===== config.mk =====
export PLATFORM = sky130hd
export DESIGN_NAME = score_display_sched
export DESIGN_NICKNAME = d
export VERILOG_FILES = /design/src/rtl/score_disp_pkg.sv /design/src/rtl/seg7_decode.sv /design/src/rtl/score_display_sched.sv
export SDC_FILE = /design/constraint.sdc
export NUM_CORES = 1
export LEC_CHECK = 0
export ABC_CLOCK_PERIOD_IN_PS = 7100
export CAP_MARGIN = 20
export CORE_MARGIN = 2
export CORE_UTILIZATION = 61
export CTS_CLUSTER_SIZE = 40
export DETAILED_ROUTE_END_ITERATION = 8
export HOLD_SLACK_MARGIN = 0.12
export PLACE_DENSITY_LB_ADDON = 0.1
export SETUP_SLACK_MARGIN = 0.02
export SKIP_CTS_REPAIR_TIMING = 1
export SYNTH_ARGS = -nofsm -noshare
export SYNTH_HDL_FRONTEND = slang
export SYNTH_SLANG_ARGS = --single-unit
export TNS_END_PERCENT = 10

===== constraint.sdc =====
create_clock -name segclk -period 7.1 [get_ports segclk]
set_input_delay 2.13 -clock segclk [delete_from_list [all_inputs] [get_ports segclk]]
set_output_delay 2.13 -clock segclk [all_outputs]
set_load 0.005 [all_outputs]

===== src/rtl/score_disp_pkg.sv =====
// Shared types, segment constants and BCD helper for the score display scheduler.
package score_disp_pkg;

    typedef enum logic [1:0] {
        ST_IDLE  = 2'd0,
        ST_SCAN  = 2'd1,
        ST_LATCH = 2'd2
    } state_e;

    // Active-low segment patterns, bit order {g,f,e,d,c,b,a}
    localparam logic [6:0] SEG_DASH  = 7'b0111111;
    localparam logic [6:0] SEG_BLANK = 7'b1111111;
    localparam logic [6:0] SEG_0     = 7'b1000000;
    localparam logic [6:0] SEG_1     = 7'b1111001;
    localparam logic [6:0] SEG_2     = 7'b0100100;
    localparam logic [6:0] SEG_3     = 7'b0110000;
    localparam logic [6:0] SEG_4     = 7'b0011001;
    localparam logic [6:0] SEG_5     = 7'b0010010;
    localparam logic [6:0] SEG_6     = 7'b0000010;
    localparam logic [6:0] SEG_7     = 7'b1111000;
    localparam logic [6:0] SEG_8     = 7'b0000000;
    localparam logic [6:0] SEG_9     = 7'b0010000;

    // Index of the final note bit consumed in SCAN
    localparam logic [3:0] LAST_BIT = 4'd14;

    // Two-digit BCD increment {tens, units}; units wrap 9 -> 0 with carry
    function automatic logic [7:0] bcd_inc(input logic [7:0] value);
        logic [7:0] result;
        if (value[3:0] == 4'd9) begin
            result = {value[7:4] + 4'd1, 4'd0};
        end else begin
            result = {value[7:4], value[3:0] + 4'd1};
        end
        return result;
    endfunction

endpackage


===== src/rtl/seg7_decode.sv =====
// Combinational BCD digit to active-low seven-segment pattern.
module seg7_decode
    import score_disp_pkg::*;
(
    input  logic [3:0] i_bcd,
    output logic [6:0] o_seg
);

    // Map each BCD value to its pattern; non-BCD codes show a dash
    always_comb begin
        o_seg = SEG_DASH;
        case (i_bcd)
            4'd0:    o_seg = SEG_0;
            4'd1:    o_seg = SEG_1;
            4'd2:    o_seg = SEG_2;
            4'd3:    o_seg = SEG_3;
            4'd4:    o_seg = SEG_4;
            4'd5:    o_seg = SEG_5;
            4'd6:    o_seg = SEG_6;
            4'd7:    o_seg = SEG_7;
            4'd8:    o_seg = SEG_8;
            4'd9:    o_seg = SEG_9;
            default: o_seg = SEG_DASH;
        endcase
    end

endmodule


===== src/rtl/score_display_sched.sv =====
// Tallies a 15-note hit vector into BCD hit/miss counts and multiplexes
// them onto a four-digit active-low seven-segment display.
module score_display_sched
    import score_disp_pkg::*;
#(
    parameter int REFRESH_BITS = 17
) (
    input  logic        segclk,
    input  logic        clr,
    input  logic        start,
    input  logic [14:0] hits,
    output logic        busy,
    output logic        done,
    output logic [6:0]  seg,
    output logic [3:0]  an
);

    localparam logic [REFRESH_BITS-1:0] REFRESH_ONE = {{(REFRESH_BITS-1){1'b0}}, 1'b1};

    state_e                  r_state;
    state_e                  w_state_nxt;
    logic [14:0]             r_shift;
    logic [3:0]              r_bitcnt;
    logic [7:0]              r_hit;
    logic [7:0]              r_miss;
    logic [7:0]              r_disp_hit;
    logic [7:0]              r_disp_miss;
    logic                    r_valid;
    logic [REFRESH_BITS-1:0] r_refresh;
    logic [1:0]              r_digit;
    logic                    r_busy;
    logic                    r_done;
    logic [6:0]              r_seg;
    logic [3:0]              r_an;

    logic [7:0]              w_disp_hit_nxt;
    logic [7:0]              w_disp_miss_nxt;
    logic                    w_valid_nxt;
    logic [1:0]              w_digit_nxt;
    logic [3:0]              w_nib;
    logic                    w_is_tens;
    logic [6:0]              w_dec;
    logic [6:0]              w_seg_nxt;
    logic [3:0]              w_an_nxt;

    // State register
    always_ff @(posedge segclk) begin
        if (clr) begin
            r_state <= ST_IDLE;
        end else begin
            r_state <= w_state_nxt;
        end
    end

    // Next-state logic: one start request, fifteen scan cycles, one latch cycle
    always_comb begin
        w_state_nxt = r_state;
        case (r_state)
            ST_IDLE: begin
                if (start) begin
                    w_state_nxt = ST_SCAN;
                end else begin
                    w_state_nxt = ST_IDLE;
                end
            end
            ST_SCAN: begin
                if (r_bitcnt == LAST_BIT) begin
                    w_state_nxt = ST_LATCH;
                end else begin
                    w_state_nxt = ST_SCAN;
                end
            end
            ST_LATCH: w_state_nxt = ST_IDLE;
            default:  w_state_nxt = ST_IDLE;
        endcase
    end

    // Snapshot the hit vector and accumulate BCD hit/miss counts
    always_ff @(posedge segclk) begin
        if (clr) begin
            r_shift  <= 15'd0;
            r_bitcnt <= 4'd0;
            r_hit    <= 8'd0;
            r_miss   <= 8'd0;
        end else begin
            case (r_state)
                ST_IDLE: begin
                    if (start) begin
                        r_shift  <= hits;
                        r_bitcnt <= 4'd0;
                        r_hit    <= 8'd0;
                        r_miss   <= 8'd0;
                    end
                end
                ST_SCAN: begin
                    r_shift  <= {1'b0, r_shift[14:1]};
                    r_bitcnt <= r_bitcnt + 4'd1;
                    if (r_shift[0]) begin
                        r_hit <= bcd_inc(r_hit);
                    end else begin
                        r_miss <= bcd_inc(r_miss);
                    end
                end
                default: begin
                    r_shift <= r_shift;
                end
            endcase
        end
    end

    // Display registers only change in LATCH so the old result stays visible during a tally
    always_comb begin
        w_disp_hit_nxt  = r_disp_hit;
        w_disp_miss_nxt = r_disp_miss;
        w_valid_nxt     = r_valid;
        if (r_state == ST_LATCH) begin
            w_disp_hit_nxt  = r_hit;
            w_disp_miss_nxt = r_miss;
            w_valid_nxt     = 1'b1;
        end else begin
            w_valid_nxt     = r_valid;
        end
    end

    // Display result registers
    always_ff @(posedge segclk) begin
        if (clr) begin
            r_disp_hit  <= 8'd0;
            r_disp_miss <= 8'd0;
            r_valid     <= 1'b0;
        end else begin
            r_disp_hit  <= w_disp_hit_nxt;
            r_disp_miss <= w_disp_miss_nxt;
            r_valid     <= w_valid_nxt;
        end
    end

    // Free-running refresh counter; each wrap moves to the next digit
    always_ff @(posedge segclk) begin
        if (clr) begin
            r_refresh <= {REFRESH_BITS{1'b0}};
            r_digit   <= 2'd0;
        end else begin
            r_refresh <= r_refresh + REFRESH_ONE;
            r_digit   <= w_digit_nxt;
        end
    end

    // Select the nibble for the upcoming digit, using next-cycle values so
    // the registered segment output tracks digit and result changes without lag
    always_comb begin
        w_digit_nxt = (&r_refresh) ? r_digit + 2'd1 : r_digit;
        w_nib       = 4'd0;
        w_is_tens   = 1'b0;
        case (w_digit_nxt)
            2'd3: begin w_nib = w_disp_hit_nxt[7:4];  w_is_tens = 1'b1; end
            2'd2: begin w_nib = w_disp_hit_nxt[3:0];  w_is_tens = 1'b0; end
            2'd1: begin w_nib = w_disp_miss_nxt[7:4]; w_is_tens = 1'b1; end
            2'd0: begin w_nib = w_disp_miss_nxt[3:0]; w_is_tens = 1'b0; end
            default: begin w_nib = 4'd0; w_is_tens = 1'b0; end
        endcase
        w_an_nxt = ~(4'b0001 << w_digit_nxt);
        if (!w_valid_nxt) begin
            w_seg_nxt = SEG_DASH;
        end else if (w_is_tens && (w_nib == 4'd0)) begin
            w_seg_nxt = SEG_BLANK;
        end else begin
            w_seg_nxt = w_dec;
        end
    end

    seg7_decode u_decode (
        .i_bcd (w_nib),
        .o_seg (w_dec)
    );

    // Registered outputs
    always_ff @(posedge segclk) begin
        if (clr) begin
            r_seg  <= SEG_DASH;
            r_an   <= 4'b1110;
            r_busy <= 1'b0;
            r_done <= 1'b0;
        end else begin
            r_seg  <= w_seg_nxt;
            r_an   <= w_an_nxt;
            r_busy <= (w_state_nxt != ST_IDLE);
            r_done <= (w_state_nxt == ST_LATCH);
        end
    end

    assign busy = r_busy;
    assign done = r_done;
    assign seg  = r_seg;
    assign an   = r_an;

endmodule


==> results.cfg, run 1 <==
[floorplanning]
io_pins = 31
fp.dieW_um = 85.6
dieArea_um2 = 7330
core_um2 = 6390
initial_core_util = 0.636
die_y_um = 85.6
fp-row-count = 29

[sta]
finClkSkew_ns = 0.00910
holdWs_ns = 0.454
fin_crit_ns = 4.41
final.setup.tns_ns = 0
slew_violations = 0
hold_viol = 0
finalSetupViolations = 0
rsz0062_at_grt = false
fmax_ghz = 0.227
period_share = 0.621
worst_slew_pin_slew_ns = 0.869
slew_headroom = 0.421

[synth]
syn_area_per_cell_um2 = 9.43
synth_top_flop_cell = dfxtp_1
synth_nets = 465
postSynthCellCount = 431
synth_cell_type_count = 43
synth_top_area_frac = 0.424
yosysTopAreaCell = dfxtp_1
yosysSeqAreaShare = 0.424
synth_warnings = 0
synth_edf_count = 0
synth.area.top_cells = dfxtp_1, nor2_1, mux4_2, ha_1, mux2i_1
synthArstFlopShare = 0
ys_ff_latch = 86
synth_area_um2 = 4060

[grt]
grt_overflow = 0
grtUsageTotal = 0.215
grt_first_pass_wirelength_mm = 12.8
grt_start_max_net_pins = 64
antenna_found_initial = 0
grt_pass1_vias = 2912

[cts]
tritoncts = yes
cts_inserted_buffers = 9
h-tree-depth = 3
clk_path_buf_depth = 2
clock_latency_ns = 0.34
cts.sinks = 86
clock_tree.root_cell = clkbuf_8
clk_pin_slew_ns = 0.08

[layout]
antenna_cells = 0
stdcell_count = 532
layout-drive-gt1-share = 0.0813
nNetsFinal = 484
synthToLayoutAreaGrowth_pct = 12.0
fillers = 498

[routing]
drt-wirelength-per-cell_um = 14.1
drtIter0Drc = 129
num_vias = 3018
wl_mm = 7.49
ant_nets = 0
viasPerCell = 5.67
drc = 0
firstDrtPassIters = 4

[power_and_ir_drop]
p_switching_mw = 0.213
seq_power_share = 0.560
pwr-share-clk = 0.371
internal_power_mw = 0.697
p_leak_nw = 1.89
power_mw = 0.910
p_comb_frac = 0.069
ir_drop_mv = 0.173
powerDensity_nw_per_um2 = 200
swShare = 0.234

[worst_hold_path]
hold_depth = 1
hold_path.class = flop to flop
hp-start = r_refresh[0]
min_to = r_refresh[0]

[setup_path]
r2r-end = seg[3]
cp-end-kind = flop
regToRegSetupSlack_ns = 2.69
cpMaxStageDelayCell = ha_1
worst-path-buf-inv = 2
reg2reg_depth = 16
critPathKind = flop to flop
cpPeakStageDelay_ns = 0.72
cp_max_fo = 19
critPathTopFamily = multiplexers
path_cells = ha_1 > nand2_1 > nor3_1 > and3_1 > and3_1 > ha_1 > mux4_2 > mux4_2 > inv_1 > ha_1 > inv_1 > nor2_1 > nor2_1 > mux2i_1 > a21oi_1 > o21ai_2
rr_startpoint = r_refresh[0]
cp.required_ns = 7.38
cp_common_cell = ha_1
critPathLaunchType = flop
worstPathArrival_ns = 4.69

[place]
hpwl_mm = 5.13
io_buffers = 30
gp_congestion = 0.830
place_inst = 515

[status]
status = finished clean

[flow_run]
maxCapViolations = 0
==> logic make-up (layout without fill, tap and decap cells) <==
kind of cell,count (synthesis),in the layout,synth area share
simple gates,180,180,0.199
xor+xnor,29,29,0.0625
compound gates,50,50,0.0881
fa+ha+maj,16,16,0.0493
buf+inv,35,59,0.0397
mux,35,35,0.138
flops,86,86,0.424
==> placed cells by master (no fill, tap or decap), types with 2 or more instances in the layout <==
cell,n
dfxtp_1,86
nor2_1,84
nand2_1,47
clkdlybuf4s50_1,29
xor2_1,20
mux2i_1,19
ha_1,16
a21oi_1,14
a311oi_1,14
inv_1,10
clkbuf_8,10
mux4_2,9
nand4_1,9
xnor2_1,9
nand3_1,6
mux4_1,6
a22oi_1,6
nand2b_1,6
and3_1,5
nor3_1,4
nor2b_1,4
o21ai_0,4
or2_2,4
o21a_1,3
a211oi_1,3
clkinv_2,3
buf_4,3
and2_1,2
or3_1,2
or2b_1,2
==> synth_stat cells (all sizes together) (10+ instances only) <==
library cell  number
inv               10
a21oi             14
a311oi            14
mux2i             19
ha                16
nand2             47
xor2              20
dfxtp             86
clkbuf            16
nor2              84
mux4              15
==> flip-flops by register name, summed over array words and instances, names as in the netlist, 2 cells and up <==
signal       flops
r_digit          2
r_shift         15
r_state          2
an               4
r_disp_hit       8
r_disp_miss      8
r_refresh       17
r_bitcnt         4
r_hit            8
seg              7
r_miss           8
==> power by group through the flow <==
| stage | logic (mW) | registers [mW] | clock network (mW) |
|---|---|---|---|
| floorplan | 0.0444 | 0.516 | 0 |
| global placement | 0.0609 | 0.520 | 0 |
| detailed placement | 0.0629 | 0.520 | 0 |
| CTS | 0.0634 | 0.509 | 0.348 |
| global route | 0.0710 | 0.512 | 0.364 |
| finish | 0.0632 | 0.509 | 0.337 |
==> metrics by stage <==
| stage | setup slack [ns] | instance area [um2] | util |
|---|---|---|---|
| after floorplan | 3.52 | 4060 | - |
| after global placement | 2.89 | 4350 | 0.681 |
| after detailed placement | 2.73 | 4350 | 0.681 |
| after CTS | 2.70 | 4550 | 0.712 |
| after global routing | 2.31 | 4550 | 0.713 |
| final | 2.69 | 4550 | 0.713 |
==> worst reg2reg max path, cell delays in order, from the launching register on <==
cell and delay, ns:
dfxtp_1 0.36, ha_1 0.21, nand2_1 0.08, nor3_1 0.39
and3_1 0.27, and3_1 0.17, ha_1 0.72, mux4_2 0.59
mux4_2 0.53, inv_1 0.15, ha_1 0.18, inv_1 0.05
nor2_1 0.22, nor2_1 0.09, mux2i_1 0.14, a21oi_1 0.07
o21ai_2 0.13
==> cell type report <==
class / instances / area (um2) / share of cell area
Timing Repair Buffer: 33 / 318 / 0.0698
Inverter: 10 / 37.5 / 0.00824
Multi-Input combinational cell: 310 / 2180 / 0.479
Clock buffer: 10 / 138 / 0.0302
Sequential cell: 86 / 1720 / 0.378
Clock inverter: 6 / 61.3 / 0.0135
Tap cell: 77 / 96.3 / 0.0212
==> worst max-delay path by stage <==
stage	from	to	cells past startpoint
after floorplan	r_refresh[0]	seg[3]	18
after global placement	r_refresh[0]	seg[0]	16
after detailed placement	r_refresh[0]	seg[3]	16
after CTS	r_refresh[0]	seg[3]	16
after global routing	r_refresh[0]	seg[0]	16
final	r_refresh[0]	seg[3]	16
==> metal layers <==
metal | GRT usage | vias to the layer above | share of wire
met1 | 0.258 | 1441 | 0.45
met5 | 0 | - | 0
met3 | 0.0443 | 11 | 0.029
met4 | 0.0765 | 0 | 0.017
met2 | 0.383 | 46 | 0.51
li1 | - | 1520 | -
Power figures use the tool's default switching activity.
==> run 2, diff against run 1 <==
--- a/config.mk
+++ b/config.mk
@@ -5,10 +5,10 @@
 export SDC_FILE = /design/constraint.sdc
 export NUM_CORES = 1
 export LEC_CHECK = 0
-export ABC_CLOCK_PERIOD_IN_PS = 7100
+export ABC_CLOCK_PERIOD_IN_PS = 3900
 export CAP_MARGIN = 20
 export CORE_MARGIN = 2
-export CORE_UTILIZATION = 61
+export CORE_UTILIZATION = 52
 export CTS_CLUSTER_SIZE = 40
 export DETAILED_ROUTE_END_ITERATION = 8
 export HOLD_SLACK_MARGIN = 0.12
==> constraint.sdc (replaced) <==
create_clock -name segclk -period 3.9 [get_ports segclk]
set_input_delay 1.17 -clock segclk [delete_from_list [all_inputs] [get_ports segclk]]
set_output_delay 1.17 -clock segclk [all_outputs]
set_load 0.005 [all_outputs]
==> run 2 against run 1 <==
Sequential power rose by 82%. Die area rose by 16%. Clock-buffer cell count did not move. Combinational power rose by 82%. Register-to-register slack got worse by 2.4 ns. Clock power rose by 72%. Clock skew rose by 0.0018 ns. Sequential share of layout area fell by 0.47 points. First-iteration DRC count fell by 25%. Worst setup slack got worse by 2.4 ns.
==> results.cfg, run 2 (synthesized netlist as in run 1, its figures left out) <==
[sta]
finClkSkew_ns = 0.0109
hold_viol = 0
fin_crit_ns = 3.57
final.setup.tns_ns = 0
fmax_ghz = 0.280
period_share = 0.915
slew_violations = 0
slew_headroom = 0.568
worst_slew_pin_slew_ns = 0.649
rsz0062_at_grt = false
finalSetupViolations = 0

[power_and_ir_drop]
p_leak_nw = 1.90
internal_power_mw = 1.21
ir_drop_mv = 0.172
swShare = 0.254
p_switching_mw = 0.411
p_comb_frac = 0.071
power_mw = 1.62
pwr-share-clk = 0.358
powerDensity_nw_per_um2 = 352
seq_power_share = 0.571

[setup_path]
cpPeakStageDelay_ns = 0.53
rr_startpoint = r_refresh[7]
critPathKind = flop to flop
critPathTopFamily = simple AND/OR/NAND/NOR gates
worstPathArrival_ns = 3.84
cp-end-kind = flop
worst-path-buf-inv = 2
cp_max_fo = 5
startpoint = r_refresh[7]
cp.required_ns = 4.17
cpMaxStageDelayCell = mux4_2
critPathLaunchType = flop
path_cells = and4_1 > and3_1 > and3_1 > and3_1 > ha_1 > mux4_2 > mux4_2 > inv_1 > ha_1 > inv_1 > nor2_2 > nand4bb_1 > a22oi_1 > o21ai_0
cp_common_cell = and3_1

[status]
status = finished clean

[cts]
tritoncts = yes
clock_latency_ns = 0.35
h-tree-depth = 3
clock_tree.root_cell = clkbuf_8
clk_path_buf_depth = 2
clk_pin_slew_ns = 0.09
cts.sinks = 86
cts_inserted_buffers = 9

[floorplanning]
initial_core_util = 0.531
io_pins = 31
fp.dieW_um = 92.4
fp-row-count = 32
dieArea_um2 = 8540
die_y_um = 92.4
core_um2 = 7650

[layout]
final_common_cell = dfxtp_1
regMostFlops = r_refresh
largest_reg_flops = 17
post-route-util = 0.603
mostFrequentLayoutCells = dfxtp_1, nor2_1, nand2_1
reg_top3 = r_refresh x17, r_shift x15
synthToLayoutAreaGrowth_pct = 13.5
antenna_cells = 0
layout-drive-gt1-share = 0.0959
nNetsFinal = 488

[routing]
viasPerCell = 5.31
firstDrtPassIters = 4
drtIter0Drc = 97
ant_nets = 0
drt-wirelength-per-cell_um = 13.2
wl_mm = 7.43
drc = 0
num_vias = 2979

[grt]
grtUsageTotal = 0.186
grt_first_pass_wirelength_mm = 12.8
grt_overflow = 0
grt_start_max_net_pins = 35
antenna_found_initial = 0
grt_pass1_vias = 2793

[place]
hpwl_mm = 5.20
gp_congestion = 0.851
io_buffers = 30

[worst_hold_path]
hp-start = r_refresh[0]
hold_path.class = flop to flop

[flow_run]
maxCapViolations = 0
==> run 2: cell count changes in the layout (fill, tap and decap cells not counted) <==
cell	change
buf_4	+3
nor2_2	+2
inv_6	+2
nor2_1	-2
nor3_1	-1
nor3_2	+1
bufinv_16	-1
clkinv_2	-1
buf_6	+1
==> run 2: layout make-up <==
cell class / count / area [um2]
clock buffer: 10 / 138
clock inverter: 6 / 43.8
fill: 659 / 3040
inverter: 10 / 37.5
multi-input combinational: 310 / 2190
sequential: 86 / 1720
tap: 102 / 128
timing repair buffer: 37 / 352
==> run 2: final timing paths <==
kind | to | slack (ns) | depth (start not counted)
hold / removal | r_refresh[0] | 0.46 | 1
hold reg to reg | r_refresh[0] | 0.46 | 1
setup / recovery | seg[4] | 0.33 | 14
setup reg to reg | seg[4] | 0.33 | 14
==> run 2: worst reg2reg max path: stages (launching register included) <==
cell	delay (ns)
dfxtp_1	0.41
and4_1	0.25
and3_1	0.21
and3_1	0.20
and3_1	0.17
ha_1	0.24
mux4_2	0.51
mux4_2	0.53
inv_1	0.14
ha_1	0.18
inv_1	0.07
nor2_2	0.18
nand4bb_1	0.16
a22oi_1	0.07
o21ai_0	0.17
==> run 2: stage by stage <==
step	setup slack, ns	instances	hold WS (ns)	cell area [um2]
floorplan	0.319	431	0.418	4060
global placement	0.399	544	0.430	4410
detailed placement	0.236	545	0.435	4420
CTS	0.192	561	0.457	4600
global route	0.0270	561	0.484	4610
finish	0.331	561	0.456	4610
==> run 2: metal layers <==
metal  up-vias  GRT usage  routed length, um
li1       1533          -                  -
met1      1399      0.252               3750
met2        39      0.297               3390
met3         8     0.0325                186
met4         0     0.0697                 99
met5         -          0                  0
==> run 2: power by group through the flow <==
| stage | combinational [mW] | clock, mW | sequential, mW |
|---|---|---|---|
| global route | 0.130 | 0.634 | 0.931 |
| CTS | 0.117 | 0.599 | 0.927 |
| floorplan | 0.0809 | 0 | 0.940 |
| detailed placement | 0.116 | 0 | 0.947 |
| global placement | 0.114 | 0 | 0.946 |
| finish | 0.115 | 0.580 | 0.926 |
==> run 3, diff against run 2 <==
--- a/config.mk
+++ b/config.mk
@@ -6,7 +6,6 @@
 export NUM_CORES = 1
 export LEC_CHECK = 0
 export ABC_CLOCK_PERIOD_IN_PS = 3900
-export CAP_MARGIN = 20
 export CORE_MARGIN = 2
 export CORE_UTILIZATION = 52
 export CTS_CLUSTER_SIZE = 40
==> run 3 against run 2 <==
Via count increased by 0.34%. Sequential power about the same. Largest cell class unchanged. Clock power is essentially flat. Combinational power barely moved. Sequential share of layout area about the same. Cell count decreased by 0.18%. Register-to-register slack barely moved. Clock skew is essentially flat. Sequential cell count unchanged. Clock-buffer cell count up 2. Cell area hardly changed. Highest routed layer unchanged. Total power fell by 0.22%.
==> results.cfg, run 3 (synthesized netlist as in run 1, its figures left out) <==
[setup_path]
critPathTopFamily = simple AND/OR/NAND/NOR gates
cp_common_cell = and3_1
critPathLaunchType = flop
cp.required_ns = 4.17
cpPeakStageDelay_ns = 0.53
worstPathArrival_ns = 3.84
crit_cells = 14
worst-path-buf-inv = 2
critPathKind = flop to flop
cp-end-kind = flop
reg2reg_depth = 14
cpMaxStageDelayCell = mux4_2
path_cells = and4_1 > and3_1 > and3_1 > and3_1 > ha_2 > mux4_2 > mux4_2 > inv_1 > ha_1 > inv_1 > nor2_2 > nand4bb_1 > a22oi_1 > o21ai_0
cp_max_fo = 5

[cts]
cts.sinks = 86
cts_inserted_buffers = 9
clock_tree.root_cell = clkbuf_8
h-tree-depth = 3
clk_pin_slew_ns = 0.09
tritoncts = yes
clk_path_buf_depth = 2
clock_latency_ns = 0.35

[flow_run]
maxCapViolations = 0

[worst_hold_path]
hold_path.class = flop to flop
hold_depth = 1

[grt]
grt_overflow = 0
grt_start_max_net_pins = 35
grt_pass1_vias = 2719
grtUsageTotal = 0.182
grt_first_pass_wirelength_mm = 12.5
antenna_found_initial = 0

[layout]
mostFrequentLayoutCells = dfxtp_1, nor2_1, nand2_1
final-seq-area_um2 = 1720
synthToLayoutAreaGrowth_pct = 13.4
fillers = 663
largest_reg_flops = 17
antenna_cells = 0
final_common_cell = dfxtp_1
multi_input_area_um2 = 2190
nNetsFinal = 487
layout-drive-gt1-share = 0.0939
post-route-util = 0.603
reg_top3 = r_refresh x17, r_shift x15
regMostFlops = r_refresh

[floorplanning]
io_pins = 31
fp-row-count = 32
initial_core_util = 0.531
fp.dieW_um = 92.4
core_um2 = 7650
dieArea_um2 = 8540
die_y_um = 92.4

[sta]
period_share = 0.916
hold_viol = 0
slew_headroom = 0.188
slew_violations = 0
worst_slew_pin_slew_ns = 1.21
finClkSkew_ns = 0.0105
fin_crit_ns = 3.57
finalSetupViolations = 0
fmax_ghz = 0.280
final.setup.tns_ns = 0
rsz0062_at_grt = false

[routing]
ant_nets = 0
drc = 0
drtIter0Drc = 88
drt-wirelength-per-cell_um = 13.1
num_vias = 2989
viasPerCell = 5.34
firstDrtPassIters = 4
wl_mm = 7.32

[place]
gp_congestion = 0.851
hpwl_mm = 5.14
io_buffers = 30

[status]
status = finished clean

[power_and_ir_drop]
ir_drop_mv = 0.209
powerDensity_nw_per_um2 = 351
p_leak_nw = 1.89
-- run 3: final timing paths --
kind	slack [ns]	start	end
setup / recovery	0.33	r_refresh[7]	seg[4]
hold / removal	0.45	r_refresh[0]	r_refresh[0]
setup reg to reg	0.33	r_refresh[7]	seg[4]
hold reg to reg	0.45	r_refresh[0]	r_refresh[0]
-- run 3: where the power goes --
| group | switching [mW] | total, mW | internal (mW) |
|---|---|---|---|
| logic | 0.0597 | 0.114 | 0.0544 |
| clock network | 0.308 | 0.577 | 0.269 |
| registers | 0.0240 | 0.926 | 0.902 |
-- run 3: routing by layer --
| metal | wire length [um] | share of wire | vias to the layer above | GRT usage |
|---|---|---|---|---|
| met4 | 80 | 0.011 | 0 | 0.0634 |
| met3 | 176 | 0.024 | 8 | 0.0325 |
| met1 | 3660 | 0.50 | 1410 | 0.243 |
| met5 | 0 | 0 | - | 0 |
| li1 | - | - | 1535 | - |
| met2 | 3400 | 0.46 | 36 | 0.297 |
-- run 3: cell type report --
class                      count  share of cell area
multi-input combinational    310               0.476
timing repair buffer          36              0.0746
clock buffer                  12              0.0337
clock inverter                 4             0.00651
inverter                      10             0.00814
tap                          102              0.0277
sequential                    86               0.374
-- run 3: metrics by stage --
stage	cell area (um2)	worst slack [ns]	hold slack, ns	power, mW	instances
floorplan	4060	0.319	0.418	1.02	431
global placement	4410	0.399	0.430	1.06	544
detailed placement	4410	0.223	0.435	1.06	544
CTS	4600	0.165	0.456	1.64	560
global route	4610	0.0310	0.484	1.70	560
finish	4610	0.329	0.454	1.62	560
